**src/rtl/carrier_mixer_iq.sv**
```systemverilog
// carrier_mixer_iq: I/Q carrier mixer with quarter-wave ROM, 3-stage pipeline.
// Optional macro CARRIER_MIXER_NEG_Q_EN negates the quadrature carrier (e^{-jwt}).
module carrier_mixer_iq #(
    parameter int WIDTH      = 16,
    parameter int COEF_WIDTH = 12,
    parameter int PHASE_BITS = 4
) (
    input  logic                         clk,
    input  logic                         rst_n,
    input  logic                         in_valid,
    input  logic signed [WIDTH-1:0]      in_data,
    input  logic                         phase_clr,
    input  logic        [PHASE_BITS-1:0] phase_offset,
    output logic                         out_valid,
    output logic signed [WIDTH-1:0]      out_i,
    output logic signed [WIDTH-1:0]      out_q
);

    localparam int N    = 1 << PHASE_BITS;
    localparam int Q    = N / 4;
    localparam int RW   = (Q > 0) ? $clog2(Q + 1) : 1;
    localparam int PW   = WIDTH + COEF_WIDTH;
    localparam int CMAX = (1 << (COEF_WIDTH - 1)) - 1;
    localparam logic signed [PW-1:0] RND = PW'(1 << (COEF_WIDTH - 2));

    // Rounded magnitude C*sin(2*pi*k/N) for k in 0..N/4.
    // Sines are tabulated at 64 points per period; N divides 64.
    function automatic int quarter_mag(input int k);
        real s;
        int  j;
        s = 0.0;
        j = k << (6 - PHASE_BITS);
        case (j)
            0:       s = 0.0;
            1:       s = 0.0980171403295606;
            2:       s = 0.1950903220161283;
            3:       s = 0.2902846772544623;
            4:       s = 0.3826834323650898;
            5:       s = 0.4713967368259976;
            6:       s = 0.5555702330196022;
            7:       s = 0.6343932841636455;
            8:       s = 0.7071067811865476;
            9:       s = 0.7730104533627370;
            10:      s = 0.8314696123025452;
            11:      s = 0.8819212643483550;
            12:      s = 0.9238795325112867;
            13:      s = 0.9569403357322088;
            14:      s = 0.9807852804032304;
            15:      s = 0.9951847266721969;
            16:      s = 1.0;
            default: s = 0.0;
        endcase
        return $rtoi(real'(CMAX) * s + 0.5);
    endfunction

    logic        [COEF_WIDTH-1:0] w_rom [Q+1];

    for (genvar k = 0; k <= Q; k++) begin : g_rom
        localparam int MAG = quarter_mag(k);
        assign w_rom[k] = COEF_WIDTH'(MAG);
    end

    logic        [PHASE_BITS-1:0] r_phase;
    logic        [PHASE_BITS-1:0] w_idx;
    logic        [PHASE_BITS-1:0] w_r;
    logic        [PHASE_BITS-1:0] w_rm;
    logic        [1:0]            w_quad;
    logic        [RW-1:0]         w_r_ix;
    logic        [RW-1:0]         w_rm_ix;
    logic        [COEF_WIDTH-1:0] w_mag_r;
    logic        [COEF_WIDTH-1:0] w_mag_m;
    logic signed [COEF_WIDTH-1:0] w_cos;
    logic signed [COEF_WIDTH-1:0] w_sin;
    logic signed [COEF_WIDTH-1:0] w_sin_q;

    logic                         r_s1_valid;
    logic signed [WIDTH-1:0]      r_s1_data;
    logic signed [COEF_WIDTH-1:0] r_s1_cos;
    logic signed [COEF_WIDTH-1:0] r_s1_sin;

    logic                         r_s2_valid;
    logic signed [PW-1:0]         r_s2_pi;
    logic signed [PW-1:0]         r_s2_pq;

    logic signed [PW-1:0]         w_sum_i;
    logic signed [PW-1:0]         w_sum_q;
    logic signed [WIDTH-1:0]      w_res_i;
    logic signed [WIDTH-1:0]      w_res_q;

    logic                         r_out_valid;
    logic signed [WIDTH-1:0]      r_out_i;
    logic signed [WIDTH-1:0]      r_out_q;

    // A preset strobe overrides the counter for the sample in the same cycle.
    assign w_idx   = phase_clr ? phase_offset : r_phase;
    assign w_quad  = w_idx[PHASE_BITS-1 -: 2];
    assign w_r     = w_idx & PHASE_BITS'(Q - 1);
    assign w_rm    = PHASE_BITS'(Q) - w_r;
    assign w_r_ix  = RW'(w_r);
    assign w_rm_ix = RW'(w_rm);
    assign w_mag_r = w_rom[w_r_ix];
    assign w_mag_m = w_rom[w_rm_ix];

    // Rebuild full-wave cos/sin from the quarter table by quadrant.
    always_comb begin
        w_cos = '0;
        w_sin = '0;
        unique case (w_quad)
            2'd0: begin
                w_cos = w_mag_m;
                w_sin = w_mag_r;
            end
            2'd1: begin
                w_cos = -w_mag_r;
                w_sin = w_mag_m;
            end
            2'd2: begin
                w_cos = -w_mag_m;
                w_sin = -w_mag_r;
            end
            default: begin
                w_cos = w_mag_r;
                w_sin = -w_mag_m;
            end
        endcase
    end

`ifdef CARRIER_MIXER_NEG_Q_EN
    assign w_sin_q = -w_sin;
`else
    assign w_sin_q = w_sin;
`endif

    // Phase counter: advances only on accepted samples, preset has priority.
    always_ff @(posedge clk or negedge rst_n) begin
        if (!rst_n) begin
            r_phase <= '0;
        end else if (in_valid) begin
            r_phase <= w_idx + 1'b1;
        end else if (phase_clr) begin
            r_phase <= phase_offset;
        end
    end

    // S1: capture the sample and its carrier coefficients.
    always_ff @(posedge clk or negedge rst_n) begin
        if (!rst_n) begin
            r_s1_valid <= 1'b0;
            r_s1_data  <= '0;
            r_s1_cos   <= '0;
            r_s1_sin   <= '0;
        end else begin
            r_s1_valid <= in_valid;
            if (in_valid) begin
                r_s1_data <= in_data;
                r_s1_cos  <= w_cos;
                r_s1_sin  <= w_sin_q;
            end
        end
    end

    // S2: full-precision signed products.
    always_ff @(posedge clk or negedge rst_n) begin
        if (!rst_n) begin
            r_s2_valid <= 1'b0;
            r_s2_pi    <= '0;
            r_s2_pq    <= '0;
        end else begin
            r_s2_valid <= r_s1_valid;
            if (r_s1_valid) begin
                r_s2_pi <= PW'(r_s1_data) * PW'(r_s1_cos);
                r_s2_pq <= PW'(r_s1_data) * PW'(r_s1_sin);
            end
        end
    end

    // Round half up then drop the coefficient fraction bits.
    assign w_sum_i = r_s2_pi + RND;
    assign w_sum_q = r_s2_pq + RND;
    assign w_res_i = WIDTH'(w_sum_i >>> (COEF_WIDTH - 1));
    assign w_res_q = WIDTH'(w_sum_q >>> (COEF_WIDTH - 1));

    // S3: output registers hold their value between valid samples.
    always_ff @(posedge clk or negedge rst_n) begin
        if (!rst_n) begin
            r_out_valid <= 1'b0;
            r_out_i     <= '0;
            r_out_q     <= '0;
        end else begin
            r_out_valid <= r_s2_valid;
            if (r_s2_valid) begin
                r_out_i <= w_res_i;
                r_out_q <= w_res_q;
            end
        end
    end

    assign out_valid = r_out_valid;
    assign out_i     = r_out_i;
    assign out_q     = r_out_q;

endmodule

```
**config.mk**
```make
export PLATFORM = sky130hd
export DESIGN_NAME = carrier_mixer_iq
export DESIGN_NICKNAME = d
export VERILOG_FILES = /design/src/rtl/carrier_mixer_iq.sv
export SDC_FILE = /design/constraint.sdc
export NUM_CORES = 1
export LEC_CHECK = 0
export CAP_MARGIN = 20
export CELL_PAD_IN_SITES_DETAIL_PLACEMENT = 1
export CELL_PAD_IN_SITES_GLOBAL_PLACEMENT = 1
export CORE_ASPECT_RATIO = 0.5
export CORE_MARGIN = 3
export CORE_UTILIZATION = 30
export DETAILED_ROUTE_END_ITERATION = 8
export GPL_TIMING_DRIVEN = 0
export PLACE_DENSITY = 0.58
export SYNTH_ARGS = -nofsm -noshare
export SYNTH_HDL_FRONTEND = slang
export SYNTH_SLANG_ARGS = --single-unit
```
**constraint.sdc**
```tcl
create_clock -name clk -period 18.8 [get_ports clk]
set_clock_uncertainty 0.2 [all_clocks]
set_input_delay 3.76 -clock clk [delete_from_list [all_inputs] [get_ports clk]]
set_output_delay 3.76 -clock clk [all_outputs]
set_load 0.1 [all_outputs]
```
# Yosys cells after proc, flatten, opt, wreduce, memory -nomap -nowiden
# Memory sizes are Yosys's and may differ from the RTL's.
# Cells that the tools add are included.
# totals
ff_bits	133
mem_bits_ro	192
input_bits	24
out_inout_bits	33
wordCells	36
n_memories	2
# classes
addsub	6
n_mul	2
order_cmp	2
n_eq_ne	2
n_mux	8
bitwise	2
reduce_logical	1
# memory_table
memory	words	word_bits	read_ports	rd_clocked_by_memory_dff	wr	line_no	text
(name not given)	8	12	1	0	0	102	assign w_mag_m = w_rom[w_rm_ix];
(name not given)	8	12	1	0	0	101	assign w_mag_r = w_rom[w_r_ix];
# op_table
op	n
$pmux W12 S3	2
$add A27 B12 Y27 const B	2
$mul A16 B12 Y27	2
$mux W12	4
$neg A12 Y12	2
$ge A4 B4 Y1 const B	2
$mux W4	2
$add A4 B1 Y4 const B	1
$not A2 Y4	1
$not A3 Y4	1
$sub A3 B2 Y3 const A	1
$eq A2 B1 Y1 const B	1
$eq A2 B2 Y1 const B	1
$logic_not A2 Y1	1

# Depth between registers and ports, before layout
# depth
depth_word	8
mapped_depth	21
mapped_depth_nobuf	19

# Least setup slack after synthesis
# OpenSTA, ideal clock, no wires.
# synth_path
path_kind	input -> register
from	in phase_clr
to	reg r_s1_cos[8]
setup_time_ns	0.137
t_arrival_ns	5.690
t_required_ns	18.463
setup_slack_ns	12.773
path_stages	10
n_path_buf	1
cell_sequence	clkbuf_1 > mux2i_1 > ha_1 > inv_1 > ha_1 > a21boi_0 > a21oi_1 > nor2_1 > a31oi_1 > a21oi_1
# synth_via
elab_chain_cells	8
word_cells_on_any_way	16
cone_classes	3 x add/sub; 2 x eq/ne; 6 x mux; 2 x bitwise; 1 x reduce/logical; 2 x memory
# synth_lines
element	line_no	text
start: declaration	12	input logic phase_clr,
$mux W4 *	n/a	
$sub A3 B2 Y3	98	assign w_rm = PHASE_BITS'(Q) - w_r;
$not A3 Y4 (implied by the code)	102	
$mem_v2 Z8 W12	n/a	
$mux W12 (implied by the code) (2 in a row)	102	
$neg A12 Y12	118	w_cos = -w_mag_m;
$pmux W12 S3 *	108	unique case (w_quad)
end signal: assignment	156	r_s1_cos <= w_cos;
end: declaration	78	logic signed [COEF_WIDTH-1:0] r_s1_cos;
# Every way passes the cells marked *; elsewhere a longest branch is shown, timed or not. The select of a mux whose other input is x is not followed.
# A chain may end at the register's enable or synchronous reset.

# Final worst setup path
# layout_path
from	reg r_s1_data[15]
to	reg r_s2_pi[26]
# layout_via
elab_chain_cells	1
# layout_lines
element	line_no	text
start: declaration	77	logic signed [WIDTH-1:0] r_s1_data;
start signal: assignment	155	r_s1_data <= in_data;
$mul A16 B12 Y27	171	r_s2_pi <= PW'(r_s1_data) * PW'(r_s1_cos);
end signal: assignment	171	
end: declaration	82	logic signed [PW-1:0] r_s2_pi;
# No other way between the ends.

==> qor.csv <==
metric,value,unit
status,"complete, no violations",
Critical Path RT,18930,ps
area delta synth->final,11.9,%
sequential fraction of the synthesis area,0.155,
first-pass GRT wire length,90200,microns
post-synth top area cell,fa_1,
DRC,0,
post-synthesis register bit count,113,
Starting Density,0.305,
fillers,6918,
vias per cell,4.67,
H-tree levels,4,
hold buffers post-CTS,0,
1st-pass router iterations,5,
DR vias,13545,
Final nets,2564,
post-route cell area,20400,sq um
Tcrit/Tclk final,0.389,
root buffer cell,clkbuf_16,
ys async rst share,1.00,
commonest register cell after synthesis,dfrtp_1,
r2r setup slk,11490,ps
"EDFF count, synth",0,
insertion delay of the later-clocked pin in the worst-skew pair,470,ps
R2R depth,20,
Max-slew headroom,0.335,
Layout Utilization,0.342,
io pins,57,
Max Clock Freq,137,MHz
global placer's final weighted congestion,0.870,
CP endpoint,r_s2_pi[26],
Crit. Startpoint,r_s1_data[15],
largest net degree at the start of global routing,80,
Netlist cell types,56,
MaxCap Viol Count,0,
drt initial violations,635,
hpwl dp,46300,microns
Post CTS Setup Buffer Count,0,
Worst EP arrival,7440,ps
Setup CP Type,register to register,
post-synth top area share,0.378,
Global Route Usage Sum,0.185,
CORE AREA,59700,sq um
Area contributors post-synth,"fa_1 38%, dfrtp_1 16%, inv_1 9.1%, ha_1 8.2%, nand2_1 5.7%",
Num CTS Buffers,17,
Worst setup SP type,register,
fraction of layout cells with a size suffix above 1,0.0411,
final WL,55600,microns
"Slew Viols, Final",0,
die footprint,63900,sq um
CTS Sinks,113,
Tmin final,7310,ps
Avg Inst Size Synth,9.10,sq um
# port buffers,55,
Worst R2R End,r_s2_pi[26],
Worst Setup End Kind,register,
Die Ht,180,microns
worst reg2reg startpoint,r_s1_data[15],
final setup fails,0,
Post-DP Area,19800,sq um
vias in the first global route,15029,
number of cell rows,63,
Clock transition at path regs,60,ps
Worst-Margin Slew,994,ps
Synth Warn #,0,
Post-Syn Area,18200,sq um
CTS Buffer Depth,2,
Syn Inst Count,2002,
hold_ws,178,ps
grt total ovfl,0,
CTS tree,yes,
Avg WL per Cell,19.1,microns
post-CTS sizing,0,
type of the worst min-delay path,register to register,
crit path max fanout,10,
Syn Nets,2489,
endpoints failing hold,0,
final setup TNS,0,ps
initial antenna violation count,1,
Die X,355,microns
Routed Antenna Nets,0,
RSZ-0062 raised after global routing,no,
-- synthesized netlist by cell type (4+ instances only) --
| cell | number |
|---|---|
| a211oi_1 | 7 |
| a21o_1 | 6 |
| a21oi_1 | 86 |
| a31oi_1 | 10 |
| and2_1 | 111 |
| and3_1 | 9 |
| clkbuf_1 | 92 |
| dfrtp_1 | 113 |
| fa_1 | 344 |
| ha_1 | 119 |
| inv_1 | 443 |
| mux2_2 | 43 |
| mux2i_1 | 5 |
| nand2_1 | 279 |
| nand2b_1 | 10 |
| nand3_1 | 29 |
| nand4_1 | 8 |
| nor2_1 | 107 |
| nor3_1 | 9 |
| nor4_1 | 4 |
| o211ai_1 | 8 |
| o21a_1 | 7 |
| o21ai_0 | 23 |
| xnor2_1 | 52 |
| xor2_1 | 27 |
-- worst min path at each step --
stage | from | end | depth (start not counted) | slack [ps]
5_1_grt | r_s2_valid | out_valid | 0 | 180
3_5_place_dp | r_s2_valid | out_valid | 0 | 160
2_1_floorplan | r_s2_valid | out_valid | 0 | 150
6_report | r_s2_valid | out_valid | 0 | 180
4_1_cts | r_s2_valid | out_valid | 0 | 180
3_3_place_gp | r_s2_valid | out_valid | 0 | 160
-- metrics by stage --
step / cells / worst slack (ps)
2_1_floorplan: 2002 / 12770
3_3_place_gp: 2869 / 8720
3_5_place_dp: 2870 / 11500
4_1_cts: 2902 / 11470
5_1_grt: 2902 / 11070
6_report: 2903 / 11490
-- state kept, by name, summed over array words and instances, names as in the netlist --
signal	flops
out_q	16
r_s1_cos	12
r_phase	4
r_s1_data	16
out_i	16
r_s1_valid	1
r_s2_pq	17
r_s1_sin	12
r_s2_valid	1
out_valid	1
r_s2_pi	17
-- final cells by class --
cell class / count / area (sq um) / share of cell area
buffer: 95 / 357 / 0.0175
inverter: 443 / 1660 / 0.0815
multi-input combinational: 1351 / 13400 / 0.656
clock inverter: 14 / 130 / 0.00638
timing repair buffer: 56 / 579 / 0.0284
clock buffer: 18 / 439 / 0.0215
antenna: 1 / 2.50 / 0.000123
tap: 812 / 1020 / 0.0498
sequential: 113 / 2830 / 0.139
-- logic make-up after synthesis --
kind of cell | count (synthesis) | share of synthesized area
and+or+nand+nor | 583 | 0.146
xor gates and xnor gates | 79 | 0.0380
AOI/OAI and AO/OA | 178 | 0.0612
DFF | 113 | 0.155
adders and majority gates | 463 | 0.460
muxes | 48 | 0.0293
buffers and inverters | 538 | 0.111
-- worst max-delay path, stage by stage, from the launching register on --
cell      delay [ps]
dfrtp_1          320
clkbuf_1         520
clkbuf_1         710
nand2_1          310
fa_1             550
inv_1             60
ha_1             440
inv_1            240
fa_1             570
inv_1             50
fa_1             480
inv_1             60
fa_1             520
inv_1             40
ha_1             350
a2111o_1         400
a211oi_2         270
nor3_2           140
o31ai_4          350
a21oi_1          110
or4b_1           480
-- per-layer routing --
layer  global-route usage  routed length (microns)
met5                    0                        0
met4               0.0346                      662
met3               0.0274                     1950
met2                0.285                    24400
met1                0.276                    28600
-- placed cells by master (no fill, tap or decap), types with 3 or more instances in the layout --
cell type,Yosys,routed
a211oi_1,7,7
nor2_1,107,107
inv_1,443,443
fa_1,344,344
buf_1,3,3
clkinvlp_4,0,5
o21ai_0,23,23
o21bai_1,3,3
nand4_1,8,8
o31ai_1,3,3
mux2i_1,5,5
and4_1,3,3
dfrtp_1,113,113
nor3_1,9,9
ha_1,119,119
clkdlybuf4s50_1,0,54
a21oi_1,86,86
or3_1,3,3
nand2_1,279,279
and3_1,9,9
mux2_2,43,43
o21a_1,7,7
xnor2_1,52,52
a21o_1,6,6
xor2_1,27,27
nand3_1,29,29
nand2b_1,10,10
clkbuf_1,92,92
inv_6,0,4
a2111o_1,3,3
o211ai_1,8,8
a31oi_1,10,10
nor4_1,4,4
and2_1,111,111
clkbuf_16,0,17
Power is left out: the tool's default activity adds up to more than one toggle a clock period on the data nets, which glitch-free logic cannot reach.
